--- src/rtl/rx_packet_slot_writer.sv ---
// rx_packet_slot_writer
// Sinks an 8-bit Avalon-ST receive stream and packs each packet little-endian into
// 32-bit RAM words. The RAM is split into 2^SLOT_W equal slots; word 0 of a slot is a
// header {11'b0, rx_err, byte_length} and the packet data follows from word 1.
// Packets are dropped (and counted) when the target slot is still owned by the
// consumer, when they exceed the slot capacity, when a new SOP arrives before EOP, or
// (optionally) when the MAC flags an error on the EOP beat.
module rx_packet_slot_writer #(
    parameter int unsigned ADDR_W      = 11,
    parameter int unsigned SLOT_W      = 2,
    parameter bit          DROP_ON_ERR = 1'b1
) (
    input  logic                      clk_original,
    input  logic                      rst,
    input  logic [7:0]                ff_rx_data,
    input  logic                      ff_rx_sop,
    input  logic                      ff_rx_eop,
    input  logic                      ff_rx_dval,
    input  logic [4:0]                rx_err,
    output logic                      ff_rx_rdy,
    output logic [ADDR_W-1:0]         ram_addr,
    output logic                      ram_chipselect,
    output logic                      ram_write,
    output logic [31:0]               ram_writedata,
    output logic [3:0]                ram_byteenable,
    output logic [(1 << SLOT_W)-1:0]  slot_ready,
    input  logic                      slot_release,
    input  logic [SLOT_W-1:0]         slot_release_idx,
    output logic                      pkt_done,
    output logic [15:0]               drop_cnt
);

    // Word offset width inside a slot, slot count and byte capacity of one slot.
    localparam int unsigned OFF_W = ADDR_W - SLOT_W;
    localparam int unsigned NSLOT = 1 << SLOT_W;
    localparam int unsigned CAP   = 4 * ((1 << OFF_W) - 1);

    localparam logic [15:0]      CAP_CNT  = 16'(CAP);
    localparam logic [NSLOT-1:0] SLOT_ONE = {{(NSLOT-1){1'b0}}, 1'b1};

    typedef enum logic [2:0] {
        StIdle,
        StRecv,
        StFlush,
        StHdr,
        StDrop
    } state_e;

    state_e r_state;
    state_e w_state_next;

    logic [SLOT_W-1:0] r_wr_slot;
    logic [15:0]       r_count;
    logic [31:0]       r_lanes;
    logic [4:0]        r_err;
    logic [NSLOT-1:0]  r_slot_ready;
    logic [15:0]       r_drop_cnt;
    logic              r_ram_write;
    logic [ADDR_W-1:0] r_ram_addr;
    logic [31:0]       r_ram_wdata;
    logic [3:0]        r_ram_be;
    logic              r_pkt_done;

    logic              w_rdy;
    logic              w_accept;
    logic              w_sop;
    logic              w_eop;
    logic              w_slot_busy;
    logic              w_restart;
    logic              w_abort;
    logic              w_busy_drop;
    logic              w_overflow;
    logic              w_store;
    logic              w_err_drop;
    logic              w_flush_drop;
    logic              w_drop_inc;
    logic              w_word_write;
    logic [15:0]       w_byte_idx;
    logic [15:0]       w_count_new;
    logic [1:0]        w_lane;
    logic [31:0]       w_lanes_new;
    logic [3:0]        w_part_be;
    logic [OFF_W-1:0]  w_data_off;
    logic [NSLOT-1:0]  w_rel_mask;
    logic [NSLOT-1:0]  w_set_mask;

    // Beat qualification and per-beat decisions shared by the FSM and the datapath.
    assign w_accept    = ff_rx_dval & w_rdy;
    assign w_sop       = w_accept & ff_rx_sop;
    assign w_eop       = w_accept & ff_rx_eop;
    assign w_slot_busy = r_slot_ready[r_wr_slot];

    // A new packet starts in the current slot from IDLE (slot free) or from RECV,
    // where it replaces the unterminated packet that was in progress.
    assign w_restart   = w_sop & (((r_state == StIdle) & ~w_slot_busy) | (r_state == StRecv));
    assign w_abort     = w_sop & (r_state == StRecv);
    assign w_busy_drop = w_sop & (r_state == StIdle) & w_slot_busy;
    assign w_overflow  = w_accept & ~ff_rx_sop & (r_state == StRecv) & (r_count >= CAP_CNT);
    assign w_store     = w_restart
                       | (w_accept & ~ff_rx_sop & (r_state == StRecv) & (r_count < CAP_CNT));

    assign w_byte_idx  = w_restart ? 16'd0 : r_count;
    assign w_count_new = w_byte_idx + 16'd1;
    assign w_lane      = w_byte_idx[1:0];
    assign w_data_off  = OFF_W'(1) + w_byte_idx[OFF_W+1:2];

    assign w_err_drop   = w_store & ff_rx_eop & DROP_ON_ERR & (rx_err != 5'd0);
    assign w_flush_drop = DROP_ON_ERR & (r_err != 5'd0);
    assign w_drop_inc   = w_busy_drop | w_abort | w_overflow | w_err_drop;

    // A word goes out when its top lane fills or when EOP leaves it partial.
    assign w_word_write = w_store & ((w_lane == 2'd3) | ff_rx_eop);

    assign w_rel_mask = slot_release ? (SLOT_ONE << slot_release_idx) : '0;
    assign w_set_mask = (r_state == StHdr) ? (SLOT_ONE << r_wr_slot) : '0;

    // Merge the incoming byte into the word being assembled; lane 0 starts a fresh word.
    always_comb begin
        w_lanes_new = r_lanes;
        if (w_lane == 2'd0) begin
            w_lanes_new = {24'h000000, ff_rx_data};
        end else begin
            w_lanes_new[{w_lane, 3'b000} +: 8] = ff_rx_data;
        end
    end

    // Byte enables for the word being written, from the byte count after this beat.
    always_comb begin
        w_part_be = 4'b1111;
        case (w_count_new[1:0])
            2'd1:    w_part_be = 4'b0001;
            2'd2:    w_part_be = 4'b0011;
            2'd3:    w_part_be = 4'b0111;
            default: w_part_be = 4'b1111;
        endcase
    end

    // FSM state register.
    always_ff @(posedge clk_original) begin
        if (rst) begin
            r_state <= StIdle;
        end else begin
            r_state <= w_state_next;
        end
    end

    // FSM next-state logic.
    always_comb begin
        w_state_next = r_state;
        case (r_state)
            StIdle: begin
                if (w_sop) begin
                    if (w_slot_busy) begin
                        w_state_next = ff_rx_eop ? StIdle : StDrop;
                    end else begin
                        w_state_next = ff_rx_eop ? StFlush : StRecv;
                    end
                end
            end
            StRecv: begin
                if (w_accept) begin
                    if (ff_rx_sop) begin
                        w_state_next = ff_rx_eop ? StFlush : StRecv;
                    end else if (w_overflow) begin
                        w_state_next = ff_rx_eop ? StIdle : StDrop;
                    end else if (ff_rx_eop) begin
                        w_state_next = StFlush;
                    end
                end
            end
            StFlush: w_state_next = w_flush_drop ? StIdle : StHdr;
            StHdr:   w_state_next = StIdle;
            StDrop: begin
                if (w_eop) begin
                    w_state_next = StIdle;
                end
            end
            default: w_state_next = StIdle;
        endcase
    end

    // FSM outputs: the stream is back-pressured only while the tail and header go out.
    always_comb begin
        w_rdy = 1'b0;
        if (!rst) begin
            case (r_state)
                StIdle, StRecv, StDrop: w_rdy = 1'b1;
                default:                w_rdy = 1'b0;
            endcase
        end
    end

    // Datapath: byte packing, registered RAM writes, slot ownership and drop counting.
    always_ff @(posedge clk_original) begin
        if (rst) begin
            r_wr_slot    <= '0;
            r_count      <= '0;
            r_lanes      <= '0;
            r_err        <= '0;
            r_slot_ready <= '0;
            r_drop_cnt   <= '0;
            r_ram_write  <= 1'b0;
            r_ram_addr   <= '0;
            r_ram_wdata  <= '0;
            r_ram_be     <= '0;
            r_pkt_done   <= 1'b0;
        end else begin
            r_ram_write <= 1'b0;
            r_pkt_done  <= 1'b0;

            if (w_store) begin
                r_count <= w_count_new;
                r_lanes <= w_lanes_new;
            end
            if (w_store && ff_rx_eop) begin
                r_err <= rx_err;
            end

            if (w_word_write) begin
                r_ram_write <= 1'b1;
                r_ram_addr  <= {r_wr_slot, w_data_off};
                r_ram_wdata <= w_lanes_new;
                r_ram_be    <= w_part_be;
            end else if ((r_state == StFlush) && !w_flush_drop) begin
                // Header lands in the HDR cycle, together with pkt_done.
                r_ram_write <= 1'b1;
                r_ram_addr  <= {r_wr_slot, {OFF_W{1'b0}}};
                r_ram_wdata <= {11'd0, r_err, r_count};
                r_ram_be    <= 4'b1111;
                r_pkt_done  <= 1'b1;
            end

            if (w_drop_inc && (r_drop_cnt != 16'hFFFF)) begin
                r_drop_cnt <= r_drop_cnt + 16'd1;
            end

            if (r_state == StHdr) begin
                r_wr_slot <= r_wr_slot + 1'b1;
            end

            // A commit and a release of the same slot in one cycle leave it set.
            r_slot_ready <= (r_slot_ready & ~w_rel_mask) | w_set_mask;
        end
    end

    assign ff_rx_rdy      = w_rdy;
    assign ram_addr       = r_ram_addr;
    assign ram_write      = r_ram_write;
    assign ram_chipselect = r_ram_write;
    assign ram_writedata  = r_ram_wdata;
    assign ram_byteenable = r_ram_be;
    assign slot_ready     = r_slot_ready;
    assign pkt_done       = r_pkt_done;
    assign drop_cnt       = r_drop_cnt;

endmodule

--- config.mk ---
export PLATFORM = sky130hd
export DESIGN_NAME = rx_packet_slot_writer
export DESIGN_NICKNAME = d
export VERILOG_FILES = /design/src/rtl/rx_packet_slot_writer.sv
export SDC_FILE = /design/constraint.sdc
export NUM_CORES = 1
export LEC_CHECK = 0
export ABC_AREA = 0
export CORE_UTILIZATION = 49
export DETAILED_ROUTE_END_ITERATION = 10
export PLACE_DENSITY = 0.74
export SLEW_MARGIN = 20
export SYNTH_ARGS = -nofsm -noshare
export SYNTH_HDL_FRONTEND = slang
export SYNTH_SLANG_ARGS = --single-unit
--- constraint.sdc ---
create_clock -name clk_original -period 4.25 [get_ports clk_original]
set_input_delay 0.85 -clock clk_original [delete_from_list [all_inputs] [get_ports clk_original]]
set_output_delay 0.85 -clock clk_original [all_outputs]
set_load 0.02 [all_outputs]
==> results.toml <==
[placement]
dp_hpwl_um = 10700
port_buffers = 91
place.gp.congestion = 0.873
dp_slack_ns = 0.297

[synth]
synth_cells = 638
synth.distinct_cells = 65
synth_ff_type = "dfxtp_1"
avgSynthCellArea_um2 = 8.95
synth_top_area_cell = "dfxtp_1"
synth.area.top_cells = "dfxtp_1, a21oi_1, nor2_1"
synth_top_area_share = 0.445
synth_nets = 671
syn_area_um2 = 5710
ys_seq_area_frac = 0.445
synth_edf_count = 0
async_flop_share = 0
yosysWarnings = 0
synth-seq-cells = 127

[critical_path]
timing.rr.end = "ram_writedata[3]"
crit_family = "simple AND/OR/NAND/NOR gates"
critical_path_required_ns = 4.53
crit_fanout = 9
reg2reg_depth = 11
reg2reg_slack_ns = 0.90
cp_cell_sequence = "clkdlybuf4s50_1 > nor2b_1 > and3_1 > nand2_1 > nand2_1 > inv_1 > ha_1 > or2_2 > nand2_1 > buf_4 > a2bb2oi_1 > a21oi_1"
cp_slowest_stage_delay_ns = 0.49
crit_path_end_kind = "flip-flop"
critPathKind = "input pin to flip-flop"
crit_arrival_ns = 3.90
reg2reg_from = "r_wr_slot[1]"
slowest_stage = "clkdlybuf4s50_1"
crit_path_start_kind = "input pin"
critical_path_buf_inv_count = 3
crit_top_cell = "nand2_1"

[hold_path]
hold-path-endpoint = "ram_writedata[1]"
hold_path.class = "flip-flop to flip-flop"
hold_depth = 2
worstHoldStart = "ram_writedata[1]"

[clocking]
cts_resized = 0
cts_sinks = 127
cts_made_buffers = 17
clk_latency_ns = 0.42
tritoncts = "done"
clk_path_buf_depth = 2
cts_hold_buffers = 0
cts.htree.levels = 4
cts_setup_buffers = 0
cts_root_buf = "clkbuf_16"
clkTransAtPathRegs_ns = 0.06

[finish]
antenna_cells = 0
multi_input_area_um2 = 2940
drive_above_1_share = 0.0905
syn2layout_area_growth_pct = 28.2
final_util = 0.644
seq_area_um2 = 2540
final_common_cell = "dfxtp_1"
final_cell_mix = "dfxtp_1, clkdlybuf4s50_1, nor2_1, a21oi_1, nand2_1"
nNetsFinal = 760
num-fill-cells = 944

[floorplan]
initial_utilization = 0.502
rows = 39
io_pins = 92
die_y_um = 110
fp.dieW_um = 110
core_area_um2 = 11400
dieArea_um2 = 12100

[power]
pwr_density_cell_nw_per_um2 = 384
cellLeakagePower_uw = 0.00258
ir_drop_v = 0.000242

[timing]
max_clock_freq_ghz = 0.276
period_share = 0.853
rsz0062_at_grt = "no"
setup_viol = 0
worstMarginPinSlew_ns = 0.959
fin_ws_ns = 0.625
skew_ns = 0.00782
slew_headroom = 0.361
hold_violations = 0
slew_violations = 0
fin_tns_setup_ns = 0
post-route-min-period_ns = 3.63

[routing]
wire_per_inst_um = 17.5
viasPerCell = 5.92
drt-total-wl_um = 15400
drc_errors = 0
initialDrtViolationCount = 375
drt_pass1_iterations = 6
num_vias = 5231
drtAntennaViolNets = 0

[global_route]
grt_usage = 0.265
grt_pass1_wl_um = 24300
grt_pass1_vias = 4793
antenna_found_initial = 0
grt_max_degree = 55
grt-ovfl-total = 0

[status]
status = "completed"

[job]
maxCapViolations = 0
## cells in the mapped netlist, types with 4 or more instances
cell / instances
a2bb2oi_1: 8
nand4_1: 5
nand3_1: 26
o21ai_0: 19
clkbuf_1: 18
a211oi_1: 13
o2bb2ai_1: 16
xnor2_1: 6
buf_2: 12
mux2i_1: 13
nor3_1: 7
and3_1: 11
dfxtp_1: 127
a221o_1: 8
a22oi_1: 26
a31oi_1: 5
nor4_1: 6
or4_1: 5
inv_1: 11
nor2_1: 68
ha_1: 12
nand2_1: 48
a21oi_1: 60
xor2_1: 9
or2_2: 4
a22o_1: 8
nor2b_1: 20
or3_1: 11
nand2b_1: 4
and2_1: 5
## metal layers
metal	global-route usage	up-vias	share of wire
li1	-	2524	-
met1	0.354	2499	0.46
met2	0.407	187	0.46
met3	0.0735	21	0.064
met4	0.100	0	0.018
met5	0	-	0
## flip-flops by register name (all words and copies together) (netlist names), 4 cells and up
| signal | count |
|---|---|
| r_err | 5 |
| ram_byteenable | 4 |
| r_lanes | 32 |
| ram_writedata | 32 |
| r_count | 16 |
| drop_cnt | 16 |
| slot_ready | 4 |
| ram_addr | 11 |
## layout make-up
| cell class | instances | area share |
|---|---|---|
| clock inverter | 14 | 0.0197 |
| sequential | 127 | 0.347 |
| multi-input combinational | 462 | 0.402 |
| tap | 143 | 0.0244 |
| clock buffer | 18 | 0.0600 |
| inverter | 12 | 0.00615 |
| timing repair buffer | 107 | 0.140 |
## logic make-up (layout without fill, tap and decap cells)
family | after synthesis | in the layout | synth area share
adder cells (fa/ha/maj) | 12 | 12 | 0.0263
multiplexers | 16 | 16 | 0.0307
flip-flops | 127 | 127 | 0.445
AO/OA/AOI/OAI | 188 | 188 | 0.234
XOR/XNOR | 15 | 15 | 0.0230
buffers and inverters | 49 | 151 | 0.0394
AND/OR/NAND/NOR | 231 | 231 | 0.202
## stage by stage
step	total power, uW	instances	hold WS, ns	cell area, um^2
6_report	2810	883	0.454	7320
5_1_grt	2900	883	0.468	7320
4_1_cts	2820	883	0.450	7320
3_5_place_dp	1420	851	0.442	6740
3_3_place_gp	1410	851	0.437	6740
2_1_floorplan	1340	638	0.436	5710
## worst reg2reg max path: cells and delay by family, from the launching register on
kind                       cells  cell delay [ns]
DFF                            1             0.49
muxes                          1             0.30
AOI/OAI and AO/OA              3             0.69
and+or+nand+nor                4             1.10
adders and majority gates      1             0.27
buffers and inverters          2             0.36
## power breakdown
group,internal [uW],switching [uW]
clock,874,543
combinational,68.2,111
sequential,1200,10.6
## worst max path at each step
stage                     depth (start not counted)               end        from  slack [ns]
after floorplan                                  13       r_lanes[10]  ff_rx_dval        0.61
after global placement                           12  ram_writedata[2]  ff_rx_dval        0.39
after detailed placement                         12  ram_writedata[3]  ff_rx_dval        0.30
after CTS                                        12  ram_writedata[7]  ff_rx_dval        0.71
after global routing                             13       r_lanes[27]  ff_rx_dval        0.46
final                                            12  ram_writedata[3]  ff_rx_dval        0.62
(Power assumes the default switching activity.)
